$ cat src/rtl/audio_i2s_out.sv
// audio_i2s_out: mixes the PSG and PCM stereo samples with saturation and
// serializes the result to an external DAC over I2S. It also issues the
// per-frame next_sample strobe that starts the PSG channel sweep.
//
// Frame = 64 bit slots, slot = 2*BCLK_DIV clk, so a frame is 128*BCLK_DIV clk.
// The mix is captured in the frame-start cycle and shifted out in that frame.
//
// Optional build macro AUDIO_I2S_OUT_LEFT_JUSTIFIED_EN selects the
// left-justified format: no one-slot data delay, and lrck is 1 for left.
// lrck stays 0 in reset and IDLE in either format.
module audio_i2s_out #(
    parameter int BCLK_DIV = 4   // clk cycles per bclk half-period, 2..255
) (
    input  logic        clk,
    input  logic        rst,
    input  logic        enable,
    input  logic [15:0] psg_left,
    input  logic [15:0] psg_right,
    input  logic [15:0] pcm_left,
    input  logic [15:0] pcm_right,
    output logic        next_sample,
    output logic        i2s_bclk,
    output logic        i2s_lrck,
    output logic        i2s_data
);

    typedef enum logic {IDLE, RUN} state_t;

    localparam logic [7:0] DIV_LAST = 8'(BCLK_DIV - 1);

`ifdef AUDIO_I2S_OUT_LEFT_JUSTIFIED_EN
    localparam logic LRCK_LEFT = 1'b1;
`else
    localparam logic LRCK_LEFT = 1'b0;
`endif

    // Saturating 16-bit signed add: overflow shows as bit16 != bit15 of the 17-bit sum.
    function automatic logic [15:0] sat16(input logic [15:0] a, input logic [15:0] b);
        logic [16:0] sum;
        sum = {a[15], a} + {b[15], b};
        if (!sum[16] && sum[15])
            return 16'h7FFF;
        else if (sum[16] && !sum[15])
            return 16'h8000;
        else
            return sum[15:0];
    endfunction

    // Serial bit driven during a given slot for the given left/right samples.
    function automatic logic slot_bit(input logic [5:0] slot, input logic [15:0] l,
                                      input logic [15:0] r);
        logic [15:0] smp;
        smp = slot[5] ? r : l;
`ifdef AUDIO_I2S_OUT_LEFT_JUSTIFIED_EN
        // k = 0..15 carries sample[15-k]; 15-k == ~k[3:0].
        return !slot[4] && smp[~slot[3:0]];
`else
        // k = 1..16 carries sample[16-k]; with m = k-1 that is sample[~m[3:0]].
        // k = 0 wraps m to 31, so m[4] flags every padding slot.
        begin
            logic [4:0] m;
            m = slot[4:0] - 5'd1;
            return !m[4] && smp[~m[3:0]];
        end
`endif
    endfunction

    state_t      state, state_nx;
    logic [7:0]  div_cnt, div_cnt_nx;
    logic [5:0]  slot_cnt, slot_cnt_nx;
    logic [15:0] left_sh, left_sh_nx;
    logic [15:0] right_sh, right_sh_nx;
    logic        next_sample_nx, bclk_nx, lrck_nx, data_nx;
    logic [15:0] mix_l, mix_r;
    logic [5:0]  slot_inc;
    logic        slot_end;

    assign mix_l    = sat16(psg_left, pcm_left);
    assign mix_r    = sat16(psg_right, pcm_right);
    assign slot_inc = slot_cnt + 6'd1;
    // Last clk of a slot: final div count of the bclk-high half.
    assign slot_end = (div_cnt == DIV_LAST) && i2s_bclk;

    // State register.
    // NOTE: sequential state uses non-blocking assignments so every flop samples pre-edge values.
    always_ff @(posedge clk or negedge rst) begin
        if (!rst) state <= IDLE;
        else      state <= state_nx;
    end

    // Next-state logic: enable starts and aborts the serializer.
    always_comb begin
        state_nx = state;
        case (state)
            IDLE:    if (enable)  state_nx = RUN;
            RUN:     if (!enable) state_nx = IDLE;
            default: state_nx = IDLE;
        endcase
    end

    // Output/datapath next values; all outputs are registered below.
    always_comb begin
        // NOTE: defaults first on every signal so no path infers a latch.
        div_cnt_nx     = '0;
        slot_cnt_nx    = '0;
        left_sh_nx     = left_sh;
        right_sh_nx    = right_sh;
        next_sample_nx = 1'b0;
        bclk_nx        = 1'b0;
        lrck_nx        = 1'b0;
        data_nx        = 1'b0;
        case (state)
            IDLE: begin
                if (enable) begin
                    // Entry cycle into RUN is a frame start at slot 0.
                    next_sample_nx = 1'b1;
                    lrck_nx        = LRCK_LEFT;
                end
            end
            RUN: begin
                if (enable) begin
                    div_cnt_nx  = (div_cnt == DIV_LAST) ? 8'd0 : div_cnt + 8'd1;
                    bclk_nx     = (div_cnt == DIV_LAST) ? ~i2s_bclk : i2s_bclk;
                    slot_cnt_nx = slot_cnt;
                    lrck_nx     = i2s_lrck;
                    data_nx     = i2s_data;
                    if (next_sample) begin
                        // Frame-start cycle: capture the mix, refresh slot-0 data from it.
                        left_sh_nx  = mix_l;
                        right_sh_nx = mix_r;
                        data_nx     = slot_bit(slot_cnt, mix_l, mix_r);
                    end
                    if (slot_end) begin
                        slot_cnt_nx    = slot_inc;
                        lrck_nx        = slot_inc[5] ^ LRCK_LEFT;
                        data_nx        = slot_bit(slot_inc, left_sh, right_sh);
                        next_sample_nx = (slot_inc == 6'd0);
                    end
                end
            end
            default: ;
        endcase
    end

    // Datapath and output registers.
    always_ff @(posedge clk or negedge rst) begin
        if (!rst) begin
            div_cnt     <= '0;
            slot_cnt    <= '0;
            left_sh     <= '0;
            right_sh    <= '0;
            next_sample <= 1'b0;
            i2s_bclk    <= 1'b0;
            i2s_lrck    <= 1'b0;
            i2s_data    <= 1'b0;
        end else begin
            div_cnt     <= div_cnt_nx;
            slot_cnt    <= slot_cnt_nx;
            left_sh     <= left_sh_nx;
            right_sh    <= right_sh_nx;
            next_sample <= next_sample_nx;
            i2s_bclk    <= bclk_nx;
            i2s_lrck    <= lrck_nx;
            i2s_data    <= data_nx;
        end
    end

endmodule
$ cat config.mk
export PLATFORM = sky130hd
export DESIGN_NAME = audio_i2s_out
export DESIGN_NICKNAME = d
export VERILOG_FILES = /design/src/rtl/audio_i2s_out.sv
export SDC_FILE = /design/constraint.sdc
export NUM_CORES = 1
export LEC_CHECK = 0
export BUFFER_PORTS_ARGS = -buffer_cell sky130_fd_sc_hd__buf_4
export CORE_MARGIN = 4
export CORE_UTILIZATION = 55
export CTS_CLUSTER_SIZE = 14
export DETAILED_ROUTE_END_ITERATION = 8
export PLACE_DENSITY = 0.77
export SLEW_MARGIN = 20
export SYNTH_ARGS = -nofsm -noshare
export SYNTH_HDL_FRONTEND = slang
export SYNTH_SLANG_ARGS = --single-unit
$ cat constraint.sdc
create_clock -name clk -period 7.9 [get_ports clk]
set_input_delay 2.37 -clock clk [delete_from_list [all_inputs] [get_ports clk]]
set_output_delay 2.37 -clock clk [all_outputs]
set_load 0.01 [all_outputs]
==> flow_summary_export.csv, run 1 <==
group,metric,value,unit
pwr,p_per_area,153,nW/um^2
floorplan,rows,33,
placement,dp.final_hpwl,9720,um
synth,netlist_instances,578,
synth,synth-main-ff-cell,"dfrtp_1",
floorplan,die_x,101,um
synth,synth-edff-count,0,
synth,syn_area_per_cell,8.22,um^2
finish,final_area,5410,um^2
setup_path,critPathSlowestCell,"a2111oi_1",
timing,finalCritPeriodShare,69.5,%
finish,drive_above_1_share,16.6,%
pwr,sw_frac_of_total,37.5,%
setup_path,cp.required,8.09,ns
synth,ys_seq_area_share,26.3,%
synth,ys_ff_latch,50,
setup_path,cp.arrival,5.68,ns
synth,async_reset_ff_share,100,%
timing,setup_tns,0,ns
placement,pre_cts_ws,2.19,ns
placement,port-buffer-count,70,
detailed_routing,drt_iter0_drc,284,
setup_path,startpoint,"psg_right[0]",
synth,ys_warn_count,0,
synth,synthXorXnorAreaFrac,7.95,%
floorplan,dieArea,10200,um^2
cts,numCtsBuffers,5,
global_routing,track_usage,24.5,%
worst_hold_path,min_path_type,"register to register",
floorplan,start_util,57.3,%
setup_path,r2r-end,"i2s_data",
cts,insertion_delay,0.32,ns
pwr,ir_worst_vdd,0.0748,mV
cts,clk_path_buf_depth,2,
setup_path,cp_max_fo,5,
synth,synth_area,4750,um^2
setup_path,path_class,"input pin to register",
detailed_routing,drc,0,
timing,hold_viol_final,0,
floorplan,ios,71,
pwr,seqPwrFrac,41.0,%
synth,synth-compound-area-share,25.0,%
setup_path,r2r_setup_slack,3.85,ns
synth,synthTopCellsByArea,"dfrtp_1, ha_1, a21oi_1",
detailed_routing,vias,4557,
cts,cts-root-buf,"clkbuf_8",
setup_path,critPathTopFamily,"compound AO/OA/AOI/OAI gates",
timing,fin_crit,5.49,ns
synth,synth_fa_ha_area_share,11.5,%
timing,worstMarginPinSlew,0.803,ns
detailed_routing,ant_nets,0,
synth,synth.top_cell.area_share,26.3,%
setup_path,r2r_cells,8,
setup_path,critPathCaptureType,"register",
timing,fin_skew,0.0131,ns
cts,cts.htree.levels,2,
global_routing,grt_pass1_wl,20300,um
timing,finalWorstSetupSlack,2.41,ns
detailed_routing,viasPerCell,6.17,
detailed_routing,wl_per_cell,16.7,um
setup_path,path_common_cell,"a21oi_1",
placement,place_congestion,0.918,
finish,diodes,0,
finish,final_nets,737,
global_routing,antenna_found_initial,0,
floorplan,core_area,8300,um^2
cts,clk_pin_slew_worst_paths,0.10,ns
global_routing,grt-ovfl-total,0,
timing,holdWs,0.463,ns
synth,synth_top_cell_by_area,"dfrtp_1",
pwr,comb_power_share,40.4,%
timing,max_freq,0.182,GHz
global_routing,first_global_vias,4235,
pwr,p_int,516,uW
placement,dpl-instance-area,5320,um^2
cts,post-cts-setup-buffers,0,
pwr,clkPwrFrac,18.7,%
pwr,p_leak,2.45,nW
timing,setup_viol,0,
synth,synth_top_family_by_area,"compound AO/OA/AOI/OAI gates",
cts,hold_buffers,0,
synth,synthSimpleGateAreaFrac,18.9,%
timing,slew_viol_final,0,
timing,rsz0062_at_grt,"false",
setup_path,worst-path-stages,14,
global_routing,grt_max_degree,59,
setup_path,max_stage_delay,0.72,ns
setup_path,crit_path_cell_trace,"buf_4 > ha_1 > inv_1 > fa_1 > nand2b_1 > a21oi_1 > o311a_1 > nor3_1 > a2111oi_1 > a21oi_1 > o32ai_1 > o22ai_1 > and4bb_2 > nor4_2",
cts,cts-resized-gates,0,
outcome,run_status,"finished clean",
cts,cts_tree,"built",
setup_path,r2r_start,"slot_cnt[0]",
synth,yosysUniqueCellTypes,67,
worst_hold_path,hp-start,"div_cnt[0]",
timing,slew_headroom,46.5,%
setup_path,path_buf_inv,2,
setup_path,critPathCapture,"i2s_data",
setup_path,start_kind,"input pin",
floorplan,dieHeight,101,um
cts,cts.sinks,50,
synth,syn_nets,682,
detailed_routing,wl,12400,um
flow_run,max_cap_viol_count,0,
synth,synth_mux_area_share,6.45,%
finish,area_growth_syn_to_layout,13.8,%
detailed_routing,firstDrtPassIters,4,
pwr,p_sw,310,uW
==> registers in the layout, indices dropped and copies added (netlist names) <==
| name | cells |
|---|---|
| slot_cnt | 5 |
| right_sh | 16 |
| div_cnt | 8 |
| i2s_lrck | 1 |
| left_sh | 16 |
| next_sample | 1 |
| i2s_data | 1 |
| i2s_bclk | 1 |
| state | 1 |
==> layout by cell type (no fill, tap or decap), types with 4 or more instances in the layout <==
cell type | synthesis | layout
and2_1 | 5 | 5
o31ai_1 | 8 | 8
and3_1 | 8 | 8
o21ai_0 | 50 | 50
xor2_1 | 18 | 18
nand2_1 | 64 | 64
a221oi_1 | 4 | 4
mux2i_1 | 10 | 10
o211ai_1 | 11 | 11
maj3_1 | 7 | 7
dfrtp_1 | 50 | 50
nand2b_1 | 8 | 8
a211oi_1 | 9 | 9
or2_2 | 4 | 4
ha_1 | 35 | 35
mux4_1 | 4 | 4
nor2_1 | 56 | 56
xnor2_1 | 22 | 22
a31oi_1 | 5 | 5
a21o_1 | 12 | 12
a21oi_1 | 52 | 52
inv_1 | 19 | 19
mux2_2 | 7 | 7
nand3_1 | 14 | 13
a22oi_1 | 7 | 7
nor3_1 | 8 | 8
nor2b_1 | 7 | 7
buf_4 | 0 | 71
clkbuf_8 | 0 | 5
nor4_1 | 4 | 4
==> area by class of cell <==
cell class              count  area, um^2
well taps                 105         131
multi-input cells         485        3330
repair buffers             71         533
clock buffers               5        68.8
flip-flops and latches     50        1250
clock inverters             3        21.3
inverters                  20        75.1
fillers                   746        2890
==> cell families after synthesis <==
family                   after synthesis
flip-flops                            50
multiplexers                          22
AO/OA/AOI/OAI                        187
adder cells (fa/ha/maj)               44
XOR/XNOR                              41
buffers and inverters                 43
AND/OR/NAND/NOR                      191
==> worst reg2reg max path: cells and delay by family, from the launching register on <==
family,cells,cell delay [ns]
flops,1,0.80
fa+ha+maj,1,0.90
buf+inv,1,0.53
simple gates,2,0.49
compound gates,4,1.24
==> per-stage QoR <==
stage | instances | total power, mW | util, %
final | 739 | 0.826 | 65.2
after detailed placement | 731 | 0.671 | 64.1
after floorplan | 578 | 0.563 | -
after CTS | 739 | 0.825 | 65.2
after global placement | 731 | 0.661 | 64.1
after global routing | 739 | 0.881 | 65.2
==> layer usage <==
layer	routed length, um	track usage [%]
met2	5760	40.1
met1	5550	34.9
met4	210	6.13
met5	0	0
met3	848	2.49
==> cell usage after synthesis, types with 2 or more instances <==
| cell | instances |
|---|---|
| nand3_1 | 14 |
| mux4_1 | 4 |
| buf_1 | 2 |
| a211oi_1 | 9 |
| nor3b_1 | 2 |
| buf_6 | 2 |
| o211ai_1 | 11 |
| and3_4 | 2 |
| xor2_1 | 18 |
| mux2_2 | 7 |
| xnor2_1 | 22 |
| nor3_1 | 8 |
| buf_2 | 2 |
| o311a_1 | 2 |
| ha_1 | 35 |
| o211a_1 | 2 |
| nand2_1 | 64 |
| o31ai_1 | 8 |
| o32ai_1 | 2 |
| o21ai_0 | 50 |
| nand4_1 | 2 |
| o21a_1 | 3 |
| mux2i_1 | 10 |
| and2_1 | 5 |
| maj3_1 | 7 |
| or2_2 | 4 |
| nand2b_1 | 8 |
| nor2_1 | 56 |
| a21oi_1 | 52 |
| a22oi_1 | 7 |
| a221oi_1 | 4 |
| and3_1 | 8 |
| a21o_1 | 12 |
| fa_1 | 2 |
| dfrtp_1 | 50 |
| o22ai_1 | 3 |
| inv_1 | 19 |
| clkbuf_1 | 17 |
| nor2b_1 | 7 |
| nor4_1 | 4 |
| a31o_2 | 2 |
| a31oi_1 | 5 |
==> power by group through the flow <==
stage          Clock, mW  Sequential [mW]  Combinational, mW
4_1_cts            0.157            0.338              0.330
3_5_place_dp           0            0.343              0.328
2_1_floorplan          0            0.328              0.236
3_3_place_gp           0            0.340              0.321
6_report           0.154            0.338              0.333
5_1_grt            0.166            0.344              0.372
==> worst min path at each step <==
stage               slack (ns)  cells after the start         end
floorplan                 0.43                      1  div_cnt[0]
global placement          0.44                      1  div_cnt[0]
detailed placement        0.45                      1  div_cnt[0]
CTS                       0.47                      1  div_cnt[0]
global route              0.51                      1  left_sh[3]
finish                    0.46                      1  div_cnt[0]
Power figures use the tool's default switching activity.
==> run 2: changes to the inputs <==
CORE_UTILIZATION = 53   (was 55)
PLACE_DENSITY = 0.78   (was 0.77)
clock period = 4.72 ns   (was 7.9 ns; I/O delays follow)
==> flow_summary_export.csv, run 2 (synthesized netlist as in run 1, its figures left out) <==
group,metric,value,unit
outcome,run_status,"finished clean",
timing,slew_viol_final,0,
finish,diodes,0,
timing,setup_viol,0,
cts,insertion_delay,0.31,ns
cts,cts-root-buf,"clkbuf_8",
cts,cts-resized-gates,0,
timing,finalCritPeriodShare,88.0,%
worst_hold_path,min_path_type,"register to register",
detailed_routing,viasPerCell,5.98,
finish,drive_above_1_share,17.3,%
flow_run,max_cap_viol_count,0,
timing,worstMarginPinSlew,0.709,ns
cts,clk_path_buf_depth,2,
setup_path,cp.arrival,4.38,ns
pwr,p_per_area,262,nW/um^2
floorplan,ios,71,
cts,cts_tree,"built",
placement,dp.final_hpwl,9540,um
cts,post-cts-setup-buffers,0,
placement,place_congestion,0.966,
finish,mostFrequentLayoutCell,"buf_4",
timing,hold_viol_final,0,
floorplan,die_x,103,um
cts,clk_pin_slew_worst_paths,0.10,ns
floorplan,rows,34,
setup_path,cp.required,4.94,ns
pwr,p_sw,513,uW
timing,max_freq,0.241,GHz
floorplan,core_area,8720,um^2
timing,finalWorstSetupSlack,0.569,ns
detailed_routing,drc,0,
pwr,power.total,1.44,mW
floorplan,start_util,54.5,%
pwr,seqPwrFrac,39.7,%
detailed_routing,drt_iter0_drc,303,
detailed_routing,vias,4478,
cts,numCtsBuffers,5,
floorplan,dieArea,10500,um^2
placement,port-buffer-count,70,
finish,layout_common_cells,"buf_4, nand2_1, nor2_1",
pwr,p_int,924,uW
finish,final_nets,744,
detailed_routing,wl,11900,um
pwr,sw_frac_of_total,35.7,%
floorplan,dieHeight,103,um
timing,slew_headroom,52.7,%
timing,fin_crit,4.15,ns
pwr,p_leak,2.49,nW
timing,setup_tns,0,ns
cts,cts.sinks,50,
detailed_routing,firstDrtPassIters,5,
placement,pre_cts_ws,0.282,ns
pwr,comb_power_share,39.1,%
detailed_routing,wl_per_cell,15.9,um
global_routing,grt_pass1_wl,19700,um
global_routing,grt-ovfl-total,0,
finish,reg_top3,"left_sh (16), right_sh (16), div_cnt (8)",
global_routing,grt_max_degree,51,
cts,hold_buffers,0,
detailed_routing,ant_nets,0,
global_routing,track_usage,23.1,%
finish,area_growth_syn_to_layout,15.4,%
global_routing,first_global_vias,4160,
setup_path,start_kind,"input pin",
setup_path,cp_max_fo,10,
timing,fin_skew,0.00977,ns
pwr,ir_worst_vdd,0.135,mV
pwr,clkPwrFrac,21.1,%
cts,cts.htree.levels,2,
setup_path,path_class,"input pin to register",
timing,rsz0062_at_grt,"false",
setup_path,critPathCaptureType,"register",
global_routing,antenna_found_initial,0,
run 2: cell count changes in the layout (fill, tap and decap cells not counted):
| cell | change |
|---|---|
| clkinv_2 | -1 |
| bufinv_16 | +1 |
| clkbuf_1 | +1 |
| clkinv_4 | -1 |
| buf_4 | +7 |
run 2: power by group through the flow:
stage	Clock (mW)	Combinational, mW	Sequential [mW]
after detailed placement	0	0.556	0.578
final	0.303	0.562	0.571
after CTS	0.306	0.559	0.570
after floorplan	0	0.394	0.549
after global routing	0.322	0.628	0.578
after global placement	0	0.543	0.573
run 2: worst max-delay path, stage by stage:
cell and delay (ns):
buf_4 0.08, ha_1 0.18, inv_1 0.07, fa_1 0.39, nand2b_1 0.17, a21oi_1 0.19, o211ai_1 0.14, a21oi_1 0.41
nand3_1 0.36, nor3_1 0.23, a21oi_1 0.07, o221a_2 0.30, o311a_1 0.12, nor4_2 0.26
run 2: stage by stage:
step	cell area (um^2)	std cells	util (%)	hold slack [ns]
floorplan	4750	578	-	0.425
global placement	5370	741	61.6	0.439
detailed placement	5370	741	61.6	0.444
CTS	5480	749	62.9	0.456
global route	5480	749	62.9	0.498
finish	5480	749	62.9	0.455
run 2: cell type report:
cell class              count  area (um^2)
repair buffers             78          586
well taps                 108          135
clock buffers               6         72.6
clock inverters             2         37.5
multi-input cells         485         3330
flip-flops and latches     50         1250
fillers                   763         3240
inverters                  20         75.1
run 2: final timing paths:
check / end / from / cells past startpoint / slack [ns]
max: i2s_data / psg_left[0] / 14 / 0.57
min: div_cnt[0] / div_cnt[0] / 1 / 0.45
max reg2reg: i2s_data / slot_cnt[0] / 8 / 1.23
min reg2reg: div_cnt[0] / div_cnt[0] / 1 / 0.45
max in group asynchronous: right_sh[12] / rst / 1 / 3.17
min in group asynchronous: div_cnt[5] / rst / 1 / 1.12
run 2: routing by layer:
metal	track usage [%]	up-vias	part of all wire, %
li1	-	2236	-
met1	32.8	2065	45
met2	36.9	153	47
met3	2.77	24	5.5
met4	7.16	0	2.2
met5	0	-	0
